--- config.mk ---
export PLATFORM = sky130hd
export DESIGN_NAME = turn_signal_input_conditioner
export DESIGN_NICKNAME = d
export VERILOG_FILES = /design/src/rtl/turn_signal_input_conditioner.sv
export SDC_FILE = /design/constraint.sdc
export NUM_CORES = 1
export LEC_CHECK = 0
export ABC_CLOCK_PERIOD_IN_PS = 3520
export CAP_MARGIN = 20
export CORE_ASPECT_RATIO = 0.7
export CORE_MARGIN = 2
export CORE_UTILIZATION = 45
export CTS_CLUSTER_DIAMETER = 60
export DETAILED_ROUTE_END_ITERATION = 6
export PLACE_DENSITY_LB_ADDON = 0.2
export SLEW_MARGIN = 30
export SYNTH_ARGS = -nofsm -noshare
export SYNTH_HDL_FRONTEND = slang
export SYNTH_SLANG_ARGS = --single-unit
--- constraint.sdc ---
create_clock -name Clk -period 3.52 [get_ports Clk]
set_clock_uncertainty 0.15 [all_clocks]
set_input_delay 0.352 -clock Clk [delete_from_list [all_inputs] [get_ports Clk]]
set_output_delay 0.352 -clock Clk [all_outputs]
set_load 0.02 [all_outputs]
--- src/rtl/turn_signal_input_conditioner.sv ---
// rtl/turn_signal_input_conditioner.sv - sync/debounce/stretch of L/R turn switches plus step clock divider
module turn_signal_input_conditioner #(
  parameter int DB_CYCLES = 1000000,
  parameter int TICK_DIV  = 25000000,
  parameter int DB_W      = 20,
  parameter int DIV_W     = 25
) (
  input  logic Clk,
  input  logic Rst,
  input  logic L_raw,
  input  logic R_raw,
  output logic L_out,
  output logic R_out,
  output logic SlowClk,
  output logic Tick
);

  localparam logic [DB_W-1:0]  DB_MAX  = DB_W'(DB_CYCLES - 1);
  localparam logic [DIV_W-1:0] DIV_MAX = DIV_W'(TICK_DIV - 1);

  // Index 0 is the left channel, index 1 the right channel.
  logic [1:0]      sync1_q, sync2_q;
  logic [1:0]      deb_q, deb_d;
  logic [1:0]      pend_q, pend_d;
  logic [1:0]      out_q, out_d;
  logic [DB_W-1:0] cnt_q [2];
  logic [DB_W-1:0] cnt_d [2];
  logic [DIV_W-1:0] div_q, div_d;
  logic            slow_q, tick_q;
  logic            wrap, update;

  assign wrap   = (div_q == DIV_MAX);
  // Outputs move only when SlowClk falls, giving the sequencer half a step of setup.
  assign update = wrap & slow_q;
  assign div_d  = wrap ? '0 : div_q + 1'b1;

  always_comb begin
    for (int i = 0; i < 2; i++) begin
      deb_d[i] = deb_q[i];
      cnt_d[i] = '0;
      if (sync2_q[i] != deb_q[i]) begin
        if (cnt_q[i] == DB_MAX) begin
          deb_d[i] = sync2_q[i];
        end else begin
          cnt_d[i] = cnt_q[i] + 1'b1;
        end
      end
      // A fresh rising edge outranks the clear so no press is ever lost.
      pend_d[i] = (deb_d[i] & ~deb_q[i]) | (pend_q[i] & ~update);
    end
    out_d = update ? (deb_q | pend_q) : out_q;
  end

  always_ff @(posedge Clk or negedge Rst) begin
    if (!Rst) begin
      sync1_q <= '0;
      sync2_q <= '0;
      deb_q   <= '0;
      pend_q  <= '0;
      out_q   <= '0;
      div_q   <= '0;
      slow_q  <= 1'b0;
      tick_q  <= 1'b0;
      for (int i = 0; i < 2; i++) cnt_q[i] <= '0;
    end else begin
      sync1_q <= {R_raw, L_raw};
      sync2_q <= sync1_q;
      deb_q   <= deb_d;
      pend_q  <= pend_d;
      out_q   <= out_d;
      div_q   <= div_d;
      tick_q  <= wrap;
      if (wrap) slow_q <= ~slow_q;
      for (int i = 0; i < 2; i++) cnt_q[i] <= cnt_d[i];
    end
  end

  assign L_out   = out_q[0];
  assign R_out   = out_q[1];
  assign SlowClk = slow_q;
  assign Tick    = tick_q;

endmodule
==> impl_metrics.py, run 1 <==
metrics = {
    "clock_network": {
        "clkTransAtPathRegs_ns": 0.06,
        "cts_sinks": 77,
        "cts_setup_buffers": 0,
        "cts_tree": "built",
        "worstSkewPairLatency_ns": 0.34,
        "htree_num_levels": 3,
        "root_buffer": "clkbuf_16",
        "clock_path_buffers": 2,
        "cts_buffers": 9,
    },
    "detailed_routing": {
        "drtPass1Iterations": 4,
        "drtAntennaViolNets": 0,
        "highest_layer": "met4",
        "wl_per_cell_um": 14.2,
        "vias": 2659,
        "wl_met1_um": 3490,
        "drt_first_iter_violations": 193,
        "via_per_inst": 5.57,
        "wl_met2_um": 2910,
        "wl_met3_um": 317,
        "drcViolationCount": 0,
        "routed_wl_um": 6780,
    },
    "timing": {
        "relSlewSlack_pct": 56.6,
        "rsz0062_at_grt": "no",
        "hold_viol": 0,
        "tightestPinTransition_ns": 0.645,
        "setup_tns_ns": 0,
        "period_share_pct": 62.7,
        "final-setup-viol-count": 0,
        "slew_violations": 0,
        "fin_hold_ws_ns": 0.199,
        "fin_crit_ns": 2.21,
        "max_freq_mhz": 453,
    },
    "logic_synthesis": {
        "synth.most_common_cell": "dfrtp_1",
        "syn_nets": 363,
        "yosysWarnings": 0,
        "yosysTopAreaCell": "dfrtp_1",
        "syn_area_per_cell_um2": 10.2,
        "synth-seq-cells": 77,
        "synth_top_area_share_pct": 53.0,
        "seq_area_frac_synth_pct": 53.0,
        "synth.area.top_cells": "dfrtp_1 53%, xor2_1 5.3%, xnor2_1 4.6%, nor2_1 4.3%, nand3_1 3.6%",
        "synth_flop_cell": "dfrtp_1",
        "ys_top_cells_by_count": "77 x dfrtp_1, 42 x nor2_1, 26 x nand3_1",
        "netlist-cell-type-count": 33,
        "synth_area_um2": 3630,
        "synth-edff-count": 0,
        "async_flop_share_pct": 100,
        "netlist_instances": 356,
    },
    "floorplan": {
        "die_y_um": 79.2,
        "initial_utilization_pct": 46.4,
        "dieWidth_um": 111,
        "coreArea_um2": 7840,
        "top_level_ports": 8,
        "dieArea_um2": 8820,
        "rows": 27,
    },
    "outcome": {
        "outcome": "complete, no violations",
    },
    "pwr": {
        "max-vdd-ir-drop_mv": 0.269,
        "p_int_uw": 1380,
        "swShare_pct": 21.3,
        "clockPowerShare_pct": 45.7,
        "pwr-share-seq_pct": 51.5,
        "p_switching_uw": 373,
        "p_per_area_nw_per_um2": 423,
        "combPwrFrac_pct": 2.8,
        "total_leakage_power_uw": 0.00172,
    },
    "cells_and_area": {
        "nets": 380,
        "fillers": 688,
        "drive_gt1_share_pct": 7.18,
        "area_growth_pct": 13.6,
        "final_area_um2": 4130,
        "antennaDiodeCount": 0,
    },
    "critical_path": {
        "start_kind": "flip-flop",
        "cp_max_fo": 10,
        "endpoint_kind": "flip-flop",
        "crit_slowest_cell": "nor4_1",
        "arrival_ns": 2.28,
        "critPathTopFamily": "simple AND/OR/NAND/NOR gates",
        "rrSetupSlack_ns": 1.31,
        "cp_data_required_time_ns": 3.59,
        "slowest_delay_ns": 0.48,
        "worstSetupPathType": "flip-flop to flip-flop",
        "path_cells": "and4_1 -> nand3_1 -> nor4_1 -> mux2_2",
        "crit_buf_inv": 0,
    },
    "grt": {
        "antenna_found_initial": 0,
        "grt_max_degree": 51,
        "grt-ovfl-total": 0,
        "grt_pass1_wl_um": 11900,
        "grt_pass1_vias": 2477,
        "grt_usage_pct": 17.1,
    },
    "place": {
        "finalWeightedCongestion": 0.767,
        "port_buffers": 7,
        "place_area_um2": 3870,
        "dp_hpwl_um": 4590,
    },
    "run": {
        "cap_violations": 0,
    },
    "worst_hold_path": {
        "min-delay-path-class": "flip-flop to flip-flop",
    },
}
[area by class of cell]
type                    count  area (um^2)  share of cell area (%)
clock buffers              11          233                    5.64
clock inverters             3         15.0                   0.364
inverters                  13         48.8                    1.18
multi-input cells         259         1640                    39.8
flip-flops and latches     77         1930                    46.7
well taps                 101          126                    3.06
repair buffers             13          135                    3.27
[kinds of logic (layout without fill, tap and decap cells)]
group                      Yosys count  after routing  synth area share (%)
DFF                                 77             77                  53.0
buffers and inverters               20             40                  2.17
AOI/OAI and AO/OA                   42             42                  6.85
muxes                                8              8                  2.27
xor gates and xnor gates            41             41                  9.88
and+or+nand+nor                    165            165                  24.8
adders and majority gates            3              3                  1.03
[routing by layer]
layer / GRT usage [%] / vias up
met1: 23.8 / 1301
met5: 0 / -
met3: 6.87 / 5
met4: 4.07 / 0
met2: 25.1 / 34
li1: - / 1319
[power by group through the flow]
stage	combinational [uW]	clock, uW	sequential, uW
2_1_floorplan	19.0	0	915
3_5_place_dp	50.4	0	916
3_3_place_gp	46.0	0	915
5_1_grt	57.3	861	901
4_1_cts	51.3	824	900
6_report	48.9	798	900
[through the flow]
step	total power, uW	util (%)	setup WS (ns)	cells
finish	1750	52.7	1.31	477
global route	1820	52.7	1.07	477
CTS	1780	52.7	1.29	477
detailed placement	967	49.4	1.29	462
global placement	962	49.0	1.39	461
floorplan	934	-	1.59	356
[final timing paths]
check | startpoint | to | depth (start not counted)
max in group asynchronous | Rst | div_q[1] | 3
min in group asynchronous | Rst | cnt_q[24] | 2
max | cnt_q[2] | deb_q[1] | 4
min reg2reg | sync1_q[0] | sync2_q[0] | 0
min | sync1_q[0] | sync2_q[0] | 0
max reg2reg | cnt_q[2] | deb_q[1] | 4
[flip-flops by register name, indices dropped and copies added (netlist names)]
name	count
cnt_q	40
div_q	25
deb_q	2
out_q	2
pend_q	2
sync1_q	2
sync2_q	2
SlowClk	1
Tick	1
[timing repair]
item	CTS	global route
endpoints found under the hold margin	27	0
hold buffers	1	0
gates resized for setup	0	0
[cells in the final DEF, fill, tap and decap left out, types with 9 or more instances in the layout]
cell type,instances
o21ai_0,12
nand3_1,26
inv_1,13
clkbuf_16,9
nor2_1,42
a21oi_1,17
or4_1,10
xnor2_1,19
nand4_1,17
xor2_1,22
nand2_1,19
dfrtp_1,77
No activity file was read; power rests on OpenSTA's default activity.
==> inputs of run 2 (changes only) <==
- ABC_CLOCK_PERIOD_IN_PS: 3520 -> 2050
- clock period: 3.52 -> 2.05 ns (I/O delays scaled with it)
==> impl_metrics.py, run 2 (synthesis results as in run 1) <==
metrics = {
    "outcome": {
        "outcome": "complete, no violations",
    },
    "timing": {
        "slew_violations": 0,
        "period_share_pct": 95.0,
        "fin_crit_ns": 1.95,
        "fin_hold_ws_ns": 0.161,
        "hold_viol": 0,
        "final-setup-viol-count": 0,
        "relSlewSlack_pct": 64.6,
        "tightestPinTransition_ns": 0.531,
        "max_freq_mhz": 514,
    },
    "place": {
        "finalWeightedCongestion": 0.817,
        "port_buffers": 7,
        "dp_hpwl_um": 5010,
    },
    "critical_path": {
        "arrival_ns": 2.06,
        "endpoint_kind": "flip-flop",
        "worstSetupPathType": "flip-flop to flip-flop",
        "r2r_cells": 4,
        "reg2reg_from": "cnt_q[26]",
        "start_kind": "flip-flop",
        "cp_max_fo": 6,
        "cp_data_required_time_ns": 2.16,
        "worst_r2r_endpoint": "cnt_q[39]",
        "rrSetupSlack_ns": 0.10,
    },
    "grt": {
        "grt_pass1_wl_um": 12800,
        "grt-ovfl-total": 0,
        "grt_usage_pct": 18.6,
        "grt_pass1_vias": 2596,
        "grt_max_degree": 40,
        "antenna_found_initial": 0,
    },
    "pwr": {
        "p_switching_uw": 687,
        "pwr-share-seq_pct": 44.6,
        "swShare_pct": 19.8,
        "max-vdd-ir-drop_mv": 0.564,
        "total_leakage_power_uw": 0.00191,
        "finalPower_uw": 3470,
        "p_per_area_nw_per_um2": 769,
        "combPwrFrac_pct": 2.5,
        "clockPowerShare_pct": 53.0,
        "p_int_uw": 2780,
    },
    "clock_network": {
        "clkTransAtPathRegs_ns": 0.06,
        "root_buffer": "clkbuf_16",
        "cts_buffers": 9,
        "htree_num_levels": 3,
        "cts_tree": "built",
        "worstSkewPairLatency_ns": 0.34,
        "clock_path_buffers": 2,
        "cts_sinks": 77,
    },
    "floorplan": {
        "initial_utilization_pct": 46.4,
        "coreArea_um2": 7840,
        "die_y_um": 79.2,
        "top_level_ports": 8,
        "rows": 27,
        "dieArea_um2": 8820,
        "dieWidth_um": 111,
    },
    "detailed_routing": {
        "routed_wl_um": 7430,
        "wl_per_cell_um": 14.5,
        "via_per_inst": 5.41,
        "drtPass1Iterations": 4,
        "drtAntennaViolNets": 0,
        "drt_first_iter_violations": 194,
        "drcViolationCount": 0,
        "vias": 2764,
    },
    "worst_hold_path": {
        "hold_depth": 1,
        "holdPathEnd": "sync1_q[1]",
        "min-delay-path-class": "input port to flip-flop",
        "holdCritStartpoint": "R_raw",
    },
    "cells_and_area": {
        "area_growth_pct": 24.1,
        "largestRegisters": "cnt_q x40, div_q x25",
        "largest_register": "cnt_q",
        "multi_input_area_um2": 1700,
        "seqCellArea_um2": 1930,
        "fillers": 686,
        "final_common_cell": "dfrtp_1",
        "final_cell_mix": "75 x dfrtp_1, 42 x nor2_1, 37 x buf_4, 26 x nand3_1, 22 x xor2_1",
        "antennaDiodeCount": 0,
        "largest_reg_flops": 40,
        "post-route-util_pct": 57.6,
        "drive_gt1_share_pct": 18.0,
        "nets": 412,
    },
    "run": {
        "cap_violations": 0,
    },
}
run 2: cell types whose count changed in the layout (fill, tap and decap cells not counted), moves of 3 or more:
cell,delta
bufinv_16,+3
nor4b_1,-3
nor4b_2,+3
buf_4,+32
run 2: final cells by class:
cell class	instances	area share (%)
Sequential cell	77	42.8
Inverter	13	1.08
Multi-Input combinational cell	259	37.7
Timing Repair Buffer	45	7.96
Clock inverter	6	2.44
Clock buffer	10	5.30
Tap cell	101	2.80
run 2: metrics by stage:
step                      instance area (um^2)  setup TNS, ns  std cells  worst slack (ns)
after global routing                      4510       -0.00798        511          -0.00760
final                                     4510              0        511             0.103
after floorplan                           3630              0        356             0.119
after detailed placement                  4040              0        487            0.0372
after global placement                    4040              0        487            0.0412
after CTS                                 4400              0        504            0.0383
run 2: power groups by stage:
stage	clock network, uW	logic, uW	registers (uW)
3_5_place_dp	0	86.3	1570
5_1_grt	1940	103	1550
4_1_cts	1880	88.5	1550
2_1_floorplan	0	32.7	1570
3_3_place_gp	0	85.7	1570
6_report	1840	86.0	1550
run 2: worst max-delay path, stage by stage, from the launching register on:
cell	delay [ns]
dfrtp_1	0.43
nand4_1	0.22
or3_1	0.49
or4_1	0.42
a21oi_1	0.15
run 2: routing by layer:
layer	GRT usage, %	routed length (um)
met1	27.5	3920
met2	25.7	3170
met3	5.19	263
met4	7.41	72
met5	0	0
run 2: worst max-delay path by stage:
stage	start	depth (start not counted)	to	slack, ns
after floorplan	div_q[12]	4	div_q[24]	0.12
after global placement	cnt_q[20]	5	cnt_q[38]	0.04
after detailed placement	div_q[13]	4	div_q[24]	0.04
after CTS	div_q[13]	4	div_q[24]	0.04
after global routing	cnt_q[20]	5	cnt_q[36]	-0.008
final	cnt_q[26]	4	cnt_q[39]	0.10
run 2: what timing repair did:
item / in CTS / in global routing
hold endpoints to repair: 36 / 0
setup buffers: 0 / 7
hold buffers: 1 / 0
endpoints found under the setup margin: 0 / 19
gates resized for setup: 0 / 13
